===== config.mk =====
export PLATFORM = sky130hd
export DESIGN_NAME = multicycle_control
export DESIGN_NICKNAME = d
export VERILOG_FILES = /design/src/rtl/multicycle_control.sv
export SDC_FILE = /design/constraint.sdc
export NUM_CORES = 1
export LEC_CHECK = 0
export CAP_MARGIN = 20
export CORE_MARGIN = 5
export CORE_UTILIZATION = 45
export DETAILED_ROUTE_END_ITERATION = 7
export PLACE_DENSITY = 0.79
export RECOVER_POWER = 50
export SYNTH_ARGS = -nofsm -noshare
export SYNTH_HDL_FRONTEND = slang
export SYNTH_SLANG_ARGS = --single-unit

===== constraint.sdc =====
create_clock -name clk -period 2.3 [get_ports clk]
set_clock_uncertainty 0.15 [all_clocks]
set_input_delay 0.46 -clock clk [delete_from_list [all_inputs] [get_ports clk]]
set_output_delay 0.46 -clock clk [all_outputs]
set_load 0.02 [all_outputs]

===== src/rtl/multicycle_control.sv =====
// Moore control unit for a multicycle MIPS-style datapath (fetch, decode, lw/sw, R-type, beq, j, addi).
// The control vector is decoded from the next state and registered together with the state register.
module multicycle_control (
  input  logic       clk,
  input  logic       reset,
  input  logic [5:0] opCode,
  output logic       PCWriteCond,
  output logic       PCWrite,
  output logic       IorD,
  output logic       MemRead,
  output logic       MemWrite,
  output logic       MemtoReg,
  output logic       IRWrite,
  output logic       ALUSrcA,
  output logic       RegWrite,
  output logic       RegDst,
  output logic [1:0] PCSource,
  output logic [1:0] ALUSrcB,
  output logic [1:0] ALUOp,
  output logic [3:0] state,
  output logic       halted
);

  typedef enum logic [3:0] {
    S_IF0  = 4'd0,
    S_IF1  = 4'd1,
    S_ID   = 4'd2,
    S_MA   = 4'd3,
    S_MR0  = 4'd4,
    S_MR1  = 4'd5,
    S_MW   = 4'd6,
    S_EX   = 4'd7,
    S_RW   = 4'd8,
    S_BR   = 4'd9,
    S_JMP  = 4'd10,
    S_AI   = 4'd11,
    S_AW   = 4'd12,
    S_HALT = 4'd13
  } state_e;

  typedef struct packed {
    logic       pc_write_cond;
    logic       pc_write;
    logic       i_or_d;
    logic       mem_read;
    logic       mem_write;
    logic       mem_to_reg;
    logic       ir_write;
    logic       alu_src_a;
    logic       reg_write;
    logic       reg_dst;
    logic [1:0] pc_source;
    logic [1:0] alu_src_b;
    logic [1:0] alu_op;
    logic       halted;
  } ctrl_t;

  localparam logic [5:0] OP_RTYPE = 6'b000000;
  localparam logic [5:0] OP_LW    = 6'b100011;
  localparam logic [5:0] OP_SW    = 6'b101011;
  localparam logic [5:0] OP_BEQ   = 6'b000100;
  localparam logic [5:0] OP_J     = 6'b000010;
  localparam logic [5:0] OP_ADDI  = 6'b001000;

  state_e state_r;
  state_e next_state_s;
  ctrl_t  ctrl_r;

  // Per-state control vector; anything not set for a state stays 0 (including codes 14/15).
  function automatic ctrl_t decode_ctrl(input state_e s);
    ctrl_t c;
    c = '0;
    case (s)
      S_IF0: begin
        c.mem_read  = 1'b1;
        c.alu_src_b = 2'b01;
      end
      S_IF1: begin
        c.mem_read  = 1'b1;
        c.alu_src_b = 2'b01;
        c.ir_write  = 1'b1;
        c.pc_write  = 1'b1;
      end
      S_ID: begin
        c.alu_src_b = 2'b11;
      end
      S_MA: begin
        c.alu_src_a = 1'b1;
        c.alu_src_b = 2'b10;
      end
      S_MR0: begin
        c.alu_src_a = 1'b1;
        c.alu_src_b = 2'b10;
        c.i_or_d    = 1'b1;
        c.mem_read  = 1'b1;
      end
      S_MR1: begin
        c.alu_src_a  = 1'b1;
        c.alu_src_b  = 2'b10;
        c.i_or_d     = 1'b1;
        c.mem_read   = 1'b1;
        c.reg_write  = 1'b1;
        c.mem_to_reg = 1'b1;
      end
      S_MW: begin
        c.alu_src_a = 1'b1;
        c.alu_src_b = 2'b10;
        c.i_or_d    = 1'b1;
        c.mem_write = 1'b1;
      end
      S_EX: begin
        c.alu_src_a = 1'b1;
        c.alu_op    = 2'b10;
      end
      S_RW: begin
        c.alu_src_a = 1'b1;
        c.alu_op    = 2'b10;
        c.reg_write = 1'b1;
        c.reg_dst   = 1'b1;
      end
      S_BR: begin
        c.alu_src_a     = 1'b1;
        c.alu_op        = 2'b01;
        c.pc_write_cond = 1'b1;
        c.pc_source     = 2'b01;
      end
      S_JMP: begin
        c.pc_write  = 1'b1;
        c.pc_source = 2'b10;
      end
      S_AI: begin
        c.alu_src_a = 1'b1;
        c.alu_src_b = 2'b10;
      end
      S_AW: begin
        c.alu_src_a = 1'b1;
        c.alu_src_b = 2'b10;
        c.reg_write = 1'b1;
      end
      S_HALT: begin
        c.halted = 1'b1;
      end
      default: begin
        c = '0;
      end
    endcase
    return c;
  endfunction

  // Next-state logic; opCode only matters in ID and MA.
  always_comb begin
    next_state_s = S_IF0;
    case (state_r)
      S_IF0: next_state_s = S_IF1;
      S_IF1: next_state_s = S_ID;
      S_ID: begin
        case (opCode)
          OP_LW, OP_SW: next_state_s = S_MA;
          OP_RTYPE:     next_state_s = S_EX;
          OP_BEQ:       next_state_s = S_BR;
          OP_J:         next_state_s = S_JMP;
          OP_ADDI:      next_state_s = S_AI;
          default:      next_state_s = S_HALT;
        endcase
      end
      S_MA: begin
        if (opCode == OP_LW) begin
          next_state_s = S_MR0;
        end else begin
          next_state_s = S_MW;
        end
      end
      S_MR0:  next_state_s = S_MR1;
      S_MR1:  next_state_s = S_IF0;
      S_MW:   next_state_s = S_IF0;
      S_EX:   next_state_s = S_RW;
      S_RW:   next_state_s = S_IF0;
      S_BR:   next_state_s = S_IF0;
      S_JMP:  next_state_s = S_IF0;
      S_AI:   next_state_s = S_AW;
      S_AW:   next_state_s = S_IF0;
      S_HALT: next_state_s = S_HALT;
      default: next_state_s = S_IF0;
    endcase
  end

  // State and control registers; reset lands directly on the IF0 vector.
  always_ff @(posedge clk or posedge reset) begin
    if (reset) begin
      state_r <= S_IF0;
      ctrl_r  <= decode_ctrl(S_IF0);
    end else begin
      state_r <= next_state_s;
      ctrl_r  <= decode_ctrl(next_state_s);
    end
  end

  assign state       = state_r;
  assign PCWriteCond = ctrl_r.pc_write_cond;
  assign PCWrite     = ctrl_r.pc_write;
  assign IorD        = ctrl_r.i_or_d;
  assign MemRead     = ctrl_r.mem_read;
  assign MemWrite    = ctrl_r.mem_write;
  assign MemtoReg    = ctrl_r.mem_to_reg;
  assign IRWrite     = ctrl_r.ir_write;
  assign ALUSrcA     = ctrl_r.alu_src_a;
  assign RegWrite    = ctrl_r.reg_write;
  assign RegDst      = ctrl_r.reg_dst;
  assign PCSource    = ctrl_r.pc_source;
  assign ALUSrcB     = ctrl_r.alu_src_b;
  assign ALUOp       = ctrl_r.alu_op;
  assign halted      = ctrl_r.halted;

endmodule


==> key figures, run 1 <==
Critical path
  • Worst path arrival time: approximately 2.2 ns
  • CP max FO: 4
  • Worst EP required: 2.35 ns
  • Buffers & Inverters on Critical Path: 2
  • Crit-path slowest cell: clkdlybuf4s50_1
  • Slowest cell delay on critical path: 0.42 ns
  • Critical Path, Cell by Cell: clkdlybuf4s50_1, buf_4, xor2_1, o211ai_1, a21oi_1, o41ai_4, nand2_1, nor3b_1
  • Critical path endpoint category: flip-flop
  • Worst path depth: 8
  • Reg2Reg Depth: 5
  • CP Class: in -> reg
  • Setup crit start kind: input pin
  • Crit path max-delay family: compound AO/OA/AOI/OAI gates

Pwr
  • Cell Pwr Density: between 1000 and 1500 mW/mm^2
  • Reg power frac: 33.3%
  • Power share of the clock group: 10.9%
  • Psw: 710 uW
  • Int Pwr: 1090 uW
  • Switching fraction of total power: between 30% and 40%
  • Combinational share of power: 55.8%
  • Design Power: 1800 uW
  • Peak VDD IR: 0.00100 V
  • LEAKAGE: 0.000606 uW

Clocking
  • Number of buffers inserted by hold repair at cts: 0
  • Setup Buffers After CTS: 0
  • Number of gates resized after CTS: 0
  • Root Buffer: clkbuf_4
  • Clock latency on the worst-skew pair: 0.30 ns
  • H-tree depth: 1
  • CTS Sinks: 20
  • CTS max path bufs: 2
  • CTS tree: done
  • Total CTS buffers: 3
  • CTS clk-pin slew, worst paths: 0.11 ns

Timing
  • Hold Violations, Final: 0
  • Relative slew margins: between 30% and 40%
  • Setup violators final: 0
  • Fin crit share: 93.6%
  • Crit path time final: 2.15 ns
  • Setup TNS: 0 ns
  • Max Clock Freq: 465 MHz
  • Tightest Pin Transition: about 0.97 ns
  • RSZ-0062 raised after global routing: false
  • Pins Over Slew Limit: 0

Floorplan
  • Initial Utilization: around 47%
  • Core area: 0.00196 sq mm
  • I/O pin count: 29
  • Chip width: 55.3 um
  • Die height: 55.3 um
  • Site Rows: 16
  • Die area: 0.00306 sq mm

Logic synthesis
  • Yosys warnings: 0
  • Area leader, netlist: dfrtp_1
  • EDFF count, synth: 0
  • Flip-flop and latch count after synthesis: 20
  • Netlist cell types: 36
  • Largest family of logic cells by synthesized area: simple AND/OR/NAND/NOR gates
  • Synth Area in Adders: 0%
  • Synth Area in Compound Gates: 16.1%
  • Simple-gate share of the synthesized area: 22.4%
  • Ys async rst share: 100%
  • Most frequent cells after synthesis: dfrtp_1 (18), nor2_1 (11), nand2_1 (8), a21oi_1 (5)
  • Syn_area_per_cell: ~10 sq um
  • Top-area cell type share of the netlist area: 48.8%
  • Synthesized area: 923 sq um
  • Post-Syn Nets: 96
  • Synth Area in XOR/XNOR: 1.90%
  • Main area contributors after synthesis: dfrtp_1 (49%), dfstp_2 (5.7%), nor2_1 (4.5%)
  • Sequential share of the synthesized area: 54.5%
  • Top_reg_cell synth: dfrtp_1
  • Syn Inst Count: 88
  • Most common cell in the netlist: dfrtp_1
  • Post-synthesis mux area share: 0%

GRT
  • Gr usage total: ~14%
  • Global-route wire length before repair: 3510 um
  • Grt ovf: 0
  • Largest net degree at the start of global routing: 21
  • Number of global-route vias before repair: approximately 820
  • Initial antenna violation count: 0

Worst hold path
  • Hold path depth: 1
  • Hold Path Class: reg -> reg

Final layout
  • Layout cells sized above 1: 19.7%
  • P&R area growth vs syn: 43.5%
  • Fill count: 172
  • Non-filler cells, final: 154
  • Final core occ: 67.5%
  • Post-route cell area: 0.00133 sq mm
  • ANT cells: 0
  • Final net count: 136

Placement
  • IO buf count: 28
  • Placed cells: 150
  • Post-DP HPWL: 1610 um
  • Global placer's final weighted congestion: 0.867
  • Dpl cell area: roughly 0.0013 sq mm

Routing
  • DRC: 0
  • Antenna-violating nets left: 0
  • Iter 0 DRT Violations: 10
  • Wire per inst: 12.9 um
  • Via density: about 5.2
  • First-pass DRT Iterations: 4
  • Post-Route WL: 1980 um
  • Via count of the routed design: 796

Run status
  • Status: finished clean

Flow run
  • Max Cap Viol: 0
-- power groups by stage --
| stage | Clock (uW) | Combinational, uW | Sequential (uW) |
|---|---|---|---|
| after floorplan | 0 | 452 | 730 |
| after global placement | 0 | 1000 | 603 |
| after detailed placement | 0 | 1030 | 609 |
| after CTS | 203 | 1030 | 602 |
| after global routing | 219 | 1090 | 619 |
| final | 197 | 1000 | 600 |
-- through the flow --
step | hold WS, ns | setup slack [ns]
CTS | 0.320 | 0.0669
finish | 0.507 | 0.147
detailed placement | 0.516 | -0.157
global placement | 0.500 | -0.107
global route | 0.551 | 0.0325
floorplan | 0.272 | 0.321
-- per-layer routing --
metal	wire [um]	GRT usage, %	share of wire (%)	vias to the layer above
met2	1050	25.2	53	20
li1	-	-	-	382
met4	19	4.86	0.96	0
met1	796	14.4	40	390
met5	0	0	0	-
met3	117	6.76	5.9	4
-- worst paths after layout --
| check | to | slack [ns] | from |
|---|---|---|---|
| setup / recovery | halted | 0.15 | opCode[1] |
| hold / removal | IRWrite | 0.51 | state[2] |
| setup reg to reg | ALUSrcB[1] | 0.28 | state[3] |
| hold reg to reg | IRWrite | 0.51 | state[2] |
| max in group asynchronous | state[2] | 0.62 | reset |
| min in group asynchronous | ALUSrcA | 0.73 | reset |
-- area by class of cell --
class / count / area (sq um) / share of cell area (%)
Sequential cell: 20 / 504 / 38.1
Clock buffer: 4 / 36.3 / 2.74
Timing Repair Buffer: 39 / 359 / 27.1
Tap cell: 27 / 33.8 / 2.55
Inverter: 5 / 18.8 / 1.42
Multi-Input combinational cell: 59 / 373 / 28.1
-- layout by cell type, fill, tap and decap left out, types with 2 or more instances in the layout --
master	synthesis	layout
dfrtp_1	18	17
xor2_1	2	2
clkdlybuf4s50_1	0	22
nor2_1	11	11
o21ai_0	3	3
inv_1	4	4
nand2_1	8	8
nor3b_1	2	2
clkbuf_4	0	3
a21oi_1	5	5
dfstp_2	2	2
nor3_1	4	4
dlygate4sd3_1	0	6
buf_4	1	10
nand2b_1	3	3
-- flip-flops by register name (all words and copies together) (netlist names) --
signal,flops
PCWriteCond,1
ALUSrcA,1
MemWrite,1
ALUOp,2
state,4
IRWrite,1
PCSource,1
halted,1
MemRead,1
RegWrite,1
RegDst,1
PCWrite,1
MemtoReg,1
ALUSrcB,2
IorD,1
-- cell families (layout without fill, tap and decap cells) --
family / after synthesis / in the layout
XOR/XNOR: 2 / 2
AO/OA/AOI/OAI: 18 / 18
AND/OR/NAND/NOR: 39 / 39
flip-flops: 20 / 20
buffers and inverters: 9 / 48
No activity file was read; power rests on OpenSTA's default activity.
==> run 2: changes to the inputs <==
--- a/config.mk
+++ b/config.mk
@@ -9,8 +9,10 @@
 export CORE_MARGIN = 5
 export CORE_UTILIZATION = 45
 export DETAILED_ROUTE_END_ITERATION = 7
+export GPL_TIMING_DRIVEN = 1
 export PLACE_DENSITY = 0.79
 export RECOVER_POWER = 50
+export SETUP_SLACK_MARGIN = 0.02
 export SYNTH_ARGS = -nofsm -noshare
 export SYNTH_HDL_FRONTEND = slang
 export SYNTH_SLANG_ARGS = --single-unit
==> results of run 2 <==
The final DEF is identical to that of run 1; final timing and power are the same.
